==> config.mk <==
export PLATFORM = sky130hd
export DESIGN_NAME = mem_arbiter
export DESIGN_NICKNAME = d
export VERILOG_FILES = /design/src/rtl/mem_arbiter.sv
export SDC_FILE = /design/constraint.sdc
export NUM_CORES = 1
export LEC_CHECK = 0
export CAP_MARGIN = 20
export CORE_ASPECT_RATIO = 2
export CORE_MARGIN = 2
export CORE_UTILIZATION = 45
export DETAILED_ROUTE_END_ITERATION = 10
export GPL_TIMING_DRIVEN = 0
export PLACE_DENSITY = 0.88
export SYNTH_ARGS = -nofsm -noshare
export SYNTH_HDL_FRONTEND = slang
export SYNTH_SLANG_ARGS = --single-unit
export TNS_END_PERCENT = 30
==> constraint.sdc <==
create_clock -name clk -period 4.39 [get_ports clk]
set_input_delay 1.317 -clock clk [delete_from_list [all_inputs] [get_ports clk]]
set_output_delay 1.317 -clock clk [all_outputs]
set_load 0.02 [all_outputs]
==> src/rtl/mem_arbiter.sv <==
`default_nettype none
// ============================================================================
// Module   : mem_arbiter
// Purpose  : Shares one fixed-latency single-ported memory between the fetch
//            and data ports, data first with a streak limit against starvation.
// Revision : 1.0
// ============================================================================
module mem_arbiter #(
    parameter int XLEN            = 32,
    parameter int MEM_LAT         = 2,
    parameter int MAX_DATA_STREAK = 4
) (
    input  logic            clk,
    input  logic            rst,
    input  logic            if_req,
    input  logic [XLEN-1:0] if_addr,
    input  logic            if_flush,
    output logic            if_ready,
    output logic [XLEN-1:0] if_rdata,
    input  logic            dm_req,
    input  logic            dm_we,
    input  logic [XLEN-1:0] dm_addr,
    input  logic [XLEN-1:0] dm_wdata,
    input  logic [3:0]      dm_wstrb,
    output logic            dm_ready,
    output logic [XLEN-1:0] dm_rdata,
    output logic            mem_en,
    output logic            mem_we,
    output logic [XLEN-1:0] mem_addr,
    output logic [XLEN-1:0] mem_wdata,
    output logic [3:0]      mem_wstrb,
    input  logic [XLEN-1:0] mem_rdata,
    output logic            busy
);

    localparam int                    c_streak_w   = $clog2(MAX_DATA_STREAK + 2);
    localparam logic [c_streak_w-1:0] c_streak_max = c_streak_w'(MAX_DATA_STREAK);
    localparam logic [c_streak_w-1:0] c_streak_one = c_streak_w'(1);
    localparam logic [3:0]            c_cnt_init   = 4'(MEM_LAT - 1);

    typedef enum logic [1:0] {
        ST_IDLE  = 2'd0,
        ST_ISSUE = 2'd1,
        ST_WAIT  = 2'd2,
        ST_RESP  = 2'd3
    } state_t;

    state_t                r_state;
    logic [3:0]            r_cnt;
    logic [c_streak_w-1:0] r_streak;
    logic                  r_grant_if;
    logic                  r_if_flushed;
    logic                  w_grant_if;
    logic                  w_flush_hit;

    // Fetch wins only when data is absent or has used up its streak allowance.
    assign w_grant_if  = if_req & (~dm_req | (r_streak == c_streak_max));
    assign w_flush_hit = r_grant_if & if_flush;

    always_ff @(posedge clk) begin
        if (rst) begin
            r_state      <= ST_IDLE;
            r_cnt        <= '0;
            r_streak     <= '0;
            r_grant_if   <= 1'b0;
            r_if_flushed <= 1'b0;
            if_ready     <= 1'b0;
            if_rdata     <= '0;
            dm_ready     <= 1'b0;
            dm_rdata     <= '0;
            mem_en       <= 1'b0;
            mem_we       <= 1'b0;
            mem_addr     <= '0;
            mem_wdata    <= '0;
            mem_wstrb    <= '0;
            busy         <= 1'b0;
        end else begin
            mem_en   <= 1'b0;
            if_ready <= 1'b0;
            dm_ready <= 1'b0;
            case (r_state)
                ST_IDLE: begin
                    if (if_req || dm_req) begin
                        r_grant_if <= w_grant_if;
                        mem_en     <= 1'b1;
                        busy       <= 1'b1;
                        r_state    <= ST_ISSUE;
                        if (w_grant_if) begin
                            mem_addr  <= if_addr;
                            mem_we    <= 1'b0;
                            mem_wdata <= '0;
                            mem_wstrb <= 4'h0;
                            r_streak  <= '0;
                        end else begin
                            mem_addr  <= dm_addr;
                            mem_we    <= dm_we;
                            mem_wdata <= dm_wdata;
                            mem_wstrb <= dm_wstrb;
                            r_streak  <= if_req ? (r_streak + c_streak_one) : '0;
                        end
                    end
                end
                ST_ISSUE: begin
                    if (w_flush_hit) begin
                        r_if_flushed <= 1'b1;
                    end
                    r_cnt   <= c_cnt_init;
                    r_state <= ST_WAIT;
                end
                ST_WAIT: begin
                    if (w_flush_hit) begin
                        r_if_flushed <= 1'b1;
                    end
                    if (r_cnt != 4'd0) begin
                        r_cnt <= r_cnt - 4'd1;
                    end else begin
                        // A flush seen on this last wait cycle must also suppress the pulse.
                        if (r_grant_if) begin
                            if_rdata <= mem_rdata;
                            if_ready <= ~(r_if_flushed | if_flush);
                        end else begin
                            if (!mem_we) begin
                                dm_rdata <= mem_rdata;
                            end
                            dm_ready <= 1'b1;
                        end
                        r_state <= ST_RESP;
                    end
                end
                ST_RESP: begin
                    r_if_flushed <= 1'b0;
                    busy         <= 1'b0;
                    r_state      <= ST_IDLE;
                end
                default: begin
                    r_state <= ST_IDLE;
                end
            endcase
        end
    end

endmodule
`default_nettype wire

==> impl_metrics.json, run 1 <==
{
  "drc_errors": 0,
  "maxCapViolations": 0,
  "worstPathRequired_ps": 4720,
  "routed_via_density": 5.50,
  "drt_wl_total_mm": 20.4,
  "start_kind": "input pin",
  "finalPower_uw": 4990,
  "slowest_delay_ps": 530,
  "timing.rr.end": "mem_addr[25]",
  "htreeDepth": 4,
  "async_reset_ff_frac": 0,
  "clockRootBuffer": "clkbuf_16",
  "first_pass_iters": 5,
  "syn_avg_cell_area_um2": 8.83,
  "synth_common_cells": "dfxtp_1, nand2_1, mux2i_1",
  "synth_seq_cells": 148,
  "via_count": 6322,
  "relSlewSlack": 0.612,
  "avgRoutedWirePerCell_um": 17.8,
  "ys_warn_count": 0,
  "critPathCapture": "mem_addr[25]",
  "placement.cell_area_um2": 9010,
  "diodes": 0,
  "crit_chain": "clkdlybuf4s50_1 -> a21boi_2 -> clkbuf_1 -> o21ai_0 -> a31oi_1",
  "max_freq_ghz": 0.354,
  "p_leak_uw": 0.00361,
  "yosysTopAreaCell": "dfxtp_1",
  "power.density_nw_per_um2": 519,
  "rsz0062_at_grt": "no",
  "worst_pin_slew_ps": 579,
  "die_y_um": 168,
  "yosysUniqueCellTypes": 40,
  "cts_tree": "done",
  "drive_above_1_share": 0.0523,
  "finalSetupTns_ps": 0,
  "gr-total-overflow": 0,
  "worstSetupStartpoint": "dm_req",
  "period_needed_ps": 2830,
  "nets": 1128,
  "status": "finished, final reports clean",
  "synth_top_flop_cell": "dfxtp_1",
  "fin_area_um2": 9610,
  "fin_ws_ps": 1560,
  "clock_latency_ps": 410,
  "cp-end-kind": "flop",
  "fin_worst_skew_ps": 10.9,
  "reg2reg_depth": 6,
  "grt_pass1_vias": 6390,
  "gp_congestion": 0.869,
  "hpwlAfterDp_mm": 15.7,
  "grt_max_degree": 17,
  "tritoncts_num_sinks": 148,
  "final_hold_viol_count": 0,
  "fillers": 1010,
  "initialDrtViolationCount": 266,
  "setup_viol": 0,
  "worstHoldPathType": "flop to flop",
  "path_max_fanout": 10,
  "syn-cell-area_um2": 6080,
  "area_growth_pct": 58.0,
  "reg2reg_slack_ps": 2370,
  "postCtsSetupRepairBufs": 0,
  "synth_edf_count": 0,
  "r2r_start": "r_streak[0]",
  "fin_util": 0.719,
  "cts-resized-gates": 0,
  "start_util": 0.455,
  "ant_nets": 0,
  "cts_buffers": 17,
  "multiInputGateArea_um2": 2760,
  "maxSlewViolCount": 0,
  "grt_use_total": 0.280,
  "ir_drop_mv": 0.374,
  "synthCells": 689,
  "crit_type": "input pin to flop",
  "rows": 60,
  "synth_top_area_frac": 0.487,
  "chipWidth_um": 86.2,
  "top_level_ports": 275,
  "holdBufCountCts": 0,
  "antenna_found_initial": 0,
  "clockBufferDepth": 2,
  "dieArea_um2": 14500,
  "cp.arrival_ps": 3160,
  "yosys.cell_count.top_type": "dfxtp_1",
  "ys_top_cells_by_area": "dfxtp_1, mux2i_1, nand2_1",
  "coreArea_um2": 13400,
  "crit_slowest_cell": "clkdlybuf4s50_1",
  "pre_cts_slack_ps": 1180,
  "io_buffer_count": 273,
  "grt_pass1_wl_mm": 32.3,
  "regArea_um2": 2960,
  "yosysSeqAreaShare": 0.487,
  "final.period_utilization": 0.644,
  "clkTransAtPathRegs_ps": 60,
  "synth_nets": 836
}
worst max-delay path, delay by kind of cell:
kind | cells | cell delay (ps)
AOI/OAI and AO/OA | 3 | 880
buffers and inverters | 2 | 950
per-layer routing:
metal / routed length [um] / GRT usage
met2: 11100 / 0.517
met3: 1150 / 0.0574
met4: 930 / 0.138
met5: 0 / 0
met1: 7250 / 0.292
state kept, by name, indices dropped and copies added, names as in the netlist:
name	cells
r_if_flushed	1
dm_rdata	32
r_grant_if	1
dm_ready	1
r_cnt	4
mem_wstrb	4
busy	1
r_state	2
mem_we	1
mem_wdata	32
if_ready	1
mem_en	1
if_rdata	32
r_streak	3
mem_addr	32
cell families (layout without fill, tap and decap cells):
family	count (synthesis)	in the layout	synth area share
mux	67	67	0.110
simple gates	200	200	0.142
compound gates	188	188	0.183
buf+inv	77	382	0.0597
flops	148	148	0.487
fa+ha+maj	9	9	0.0185
layout by cell type (no fill, tap or decap), drive strengths merged, types with 3 or more instances in the layout:
cell and instances:
a21oi 41, a31oi 33, buf 24, clkbuf 62, clkdlybuf4s50 273, clkinv 4, dfxtp 148, ha 9
inv 16, mux2i 67, nand2 138, nand3 37, nand4 4, nor2 3, nor3 4, o211ai 37
o21ai 66, or3 3
per-stage QoR:
step / hold WS (ps) / instances
detailed placement: 414 / 1117
CTS: 426 / 1149
finish: 427 / 1149
floorplan: 392 / 689
global placement: 407 / 1117
global route: 445 / 1149
report_power, final:
group | internal [uW] | total, uW | switching (uW)
sequential | 1590 | 1720 | 137
clock | 870 | 1490 | 616
combinational | 802 | 1780 | 977
area by class of cell:
type	count	area share
Timing Repair Buffer	273	0.284
Buffer	68	0.0342
Clock buffer	18	0.0457
Tap cell	155	0.0202
Inverter	9	0.00352
Sequential cell	148	0.308
Multi-Input combinational cell	464	0.287
Clock inverter	14	0.0169
how the worst min path moves through the flow:
stage,start,cells past startpoint,slack [ps],endpoint
global route,r_if_flushed,1,450,if_ready
finish,r_if_flushed,1,430,if_ready
CTS,r_if_flushed,1,430,if_ready
global placement,r_if_flushed,1,410,if_ready
detailed placement,r_if_flushed,1,410,if_ready
floorplan,r_if_flushed,1,390,if_ready
Note: power is estimated with default switching activity, not from simulation.
==> inputs of run 2 (changes only) <==
--- a/config.mk
+++ b/config.mk
@@ -8,10 +8,10 @@
 export CAP_MARGIN = 20
 export CORE_ASPECT_RATIO = 2
 export CORE_MARGIN = 2
-export CORE_UTILIZATION = 45
+export CORE_UTILIZATION = 38
 export DETAILED_ROUTE_END_ITERATION = 10
 export GPL_TIMING_DRIVEN = 0
-export PLACE_DENSITY = 0.88
+export PLACE_DENSITY = 0.79
 export SYNTH_ARGS = -nofsm -noshare
 export SYNTH_HDL_FRONTEND = slang
 export SYNTH_SLANG_ARGS = --single-unit
==> constraint.sdc (replaced) <==
create_clock -name clk -period 2.5 [get_ports clk]
set_input_delay 0.75 -clock clk [delete_from_list [all_inputs] [get_ports clk]]
set_output_delay 0.75 -clock clk [all_outputs]
set_load 0.02 [all_outputs]
==> run 2 against run 1 <==
Compared with the run above: total power rose by 76%; clock power up 78%; register-to-register slack got worse by 1900 ps; combinational power up 76%; worst hold slack worse by 10 ps; global-route usage shrank 3.7 points; sequential share of layout area shrank 0.22 points; critical endpoint is now mem_we.
==> impl_metrics.json, run 2 (synthesized netlist as in run 1, its figures left out) <==
{
  "antenna_found_initial": 0,
  "via_count": 6179,
  "clockRootBuffer": "clkbuf_16",
  "cp.buffers_inverters": 1,
  "tritoncts_num_sinks": 148,
  "final_cells": 1195,
  "worst_pin_slew_ps": 583,
  "slowest_delay_ps": 650,
  "setup_viol": 0,
  "fin_worst_skew_ps": 6.13,
  "p_leak_uw": 0.00361,
  "grt_pass1_vias": 6262,
  "diodes": 0,
  "relSlewSlack": 0.609,
  "start_util": 0.387,
  "cp.arrival_ps": 1470,
  "top_level_ports": 275,
  "cts_buffers": 17,
  "final_hold_viol_count": 0,
  "htreeDepth": 4,
  "status": "finished, final reports clean",
  "cp-end-kind": "output port",
  "rsz0062_at_grt": "no",
  "ir_drop_mv": 0.662,
  "cts_tree": "done",
  "clkTransAtPathRegs_ps": 60,
  "crit_chain": "clkdlybuf4s50_1",
  "maxSlewViolCount": 0,
  "whs_ps": 417,
  "rows": 65,
  "start_kind": "flop",
  "final.period_utilization": 0.886,
  "grt_pass1_wl_mm": 32.4,
  "final_cell_mix": "clkdlybuf4s50_1, dfxtp_1, nand2_1",
  "avgRoutedWirePerCell_um": 17.2,
  "cts-resized-gates": 0,
  "coreArea_um2": 15700,
  "holdBufCountCts": 0,
  "final_common_cell": "clkdlybuf4s50_1",
  "dp_cells": 1163,
  "power.density_nw_per_um2": 908,
  "crit_slowest_cell": "clkdlybuf4s50_1",
  "gr-total-overflow": 0,
  "postCtsSetupRepairBufs": 0,
  "finalSetupTns_ps": 0,
  "nets": 1128,
  "fillers": 1355,
  "drt_wl_total_mm": 20.6,
  "worstPathRequired_ps": 1750,
  "first_pass_iters": 4,
  "period_needed_ps": 2220,
  "io_buffer_count": 273,
  "clockBufferDepth": 2,
  "drive_above_1_share": 0.0503,
  "gp_congestion": 0.895,
  "worstHoldPathType": "flop to flop",
  "chipWidth_um": 93.5,
  "path_max_fanout": 4,
  "area_growth_pct": 59.1,
  "path_delay_family": "buffers and inverters",
  "crit_type": "flop to output port",
  "ant_nets": 0,
  "routed_via_density": 5.17,
  "dieArea_um2": 17100,
  "fin_util": 0.617,
  "clock_latency_ps": 420,
  "die_y_um": 183,
  "grt_max_degree": 17,
  "max_freq_ghz": 0.451,
  "grt_use_total": 0.244,
  "drc_errors": 0,
  "hpwlAfterDp_mm": 15.8,
  "initialDrtViolationCount": 210,
  "maxCapViolations": 0
}
==> run 2: cell types whose count changed in the layout (fill, tap and decap cells not counted) <==
cell / delta
clkinv_4: -1
bufinv_16: +1
clkinvlp_4: +3
inv_8: -1
clkbuf_1: +2
inv_6: -5
clkbuf_8: +1
==> run 2: worst paths after layout <==
| kind | start | to | slack (ps) | cells past startpoint |
|---|---|---|---|---|
| setup reg to reg | r_streak[0] | mem_addr[25] | 510 | 6 |
| setup / recovery | mem_we | mem_we | 280 | 1 |
| hold reg to reg | r_if_flushed | if_ready | 420 | 1 |
| hold / removal | r_if_flushed | if_ready | 420 | 1 |
==> run 2: metrics by stage <==
stage	cell area, um^2	power (uW)	setup WS, ps
6_report	9680	8790	284
5_1_grt	9680	9230	177
4_1_cts	9680	8860	255
3_5_place_dp	9060	6190	-149
3_3_place_gp	9060	6150	-93.7
2_1_floorplan	6080	4770	753
==> run 2: area by class of cell <==
class                      count  area [um^2]  area share
timing repair buffer         273         2730       0.282
clock buffer                  21          460      0.0476
multi-input combinational    464         2760       0.285
clock inverter                11          151      0.0156
tap                          201          251      0.0260
buffer                        68          329      0.0340
sequential                   148         2960       0.306
inverter                       9         33.8     0.00349
==> run 2: power by group <==
group / switching (uW) / internal [uW] / leakage (uW)
combinational: 1720 / 1410 / 0.00211
clock: 1020 / 1630 / 0.000286
sequential: 228 / 2790 / 0.00121
total: 2960 / 5820 / 0.00361
==> run 2: per-layer routing <==
| layer | share of wire | global-route usage | wire [um] |
|---|---|---|---|
| met5 | 0 | 0 | 0 |
| met2 | 0.53 | 0.439 | 11000 |
| met3 | 0.056 | 0.0661 | 1160 |
| met4 | 0.050 | 0.130 | 1030 |
| met1 | 0.36 | 0.251 | 7400 |
==> inputs of run 3 (changes only) <==
--- a/config.mk
+++ b/config.mk
@@ -12,6 +12,7 @@
 export DETAILED_ROUTE_END_ITERATION = 10
 export GPL_TIMING_DRIVEN = 0
 export PLACE_DENSITY = 0.79
+export SLEW_MARGIN = 10
 export SYNTH_ARGS = -nofsm -noshare
 export SYNTH_HDL_FRONTEND = slang
 export SYNTH_SLANG_ARGS = --single-unit
==> results of run 3 <==
Final layout, timing and power as in run 2 (identical DEF).
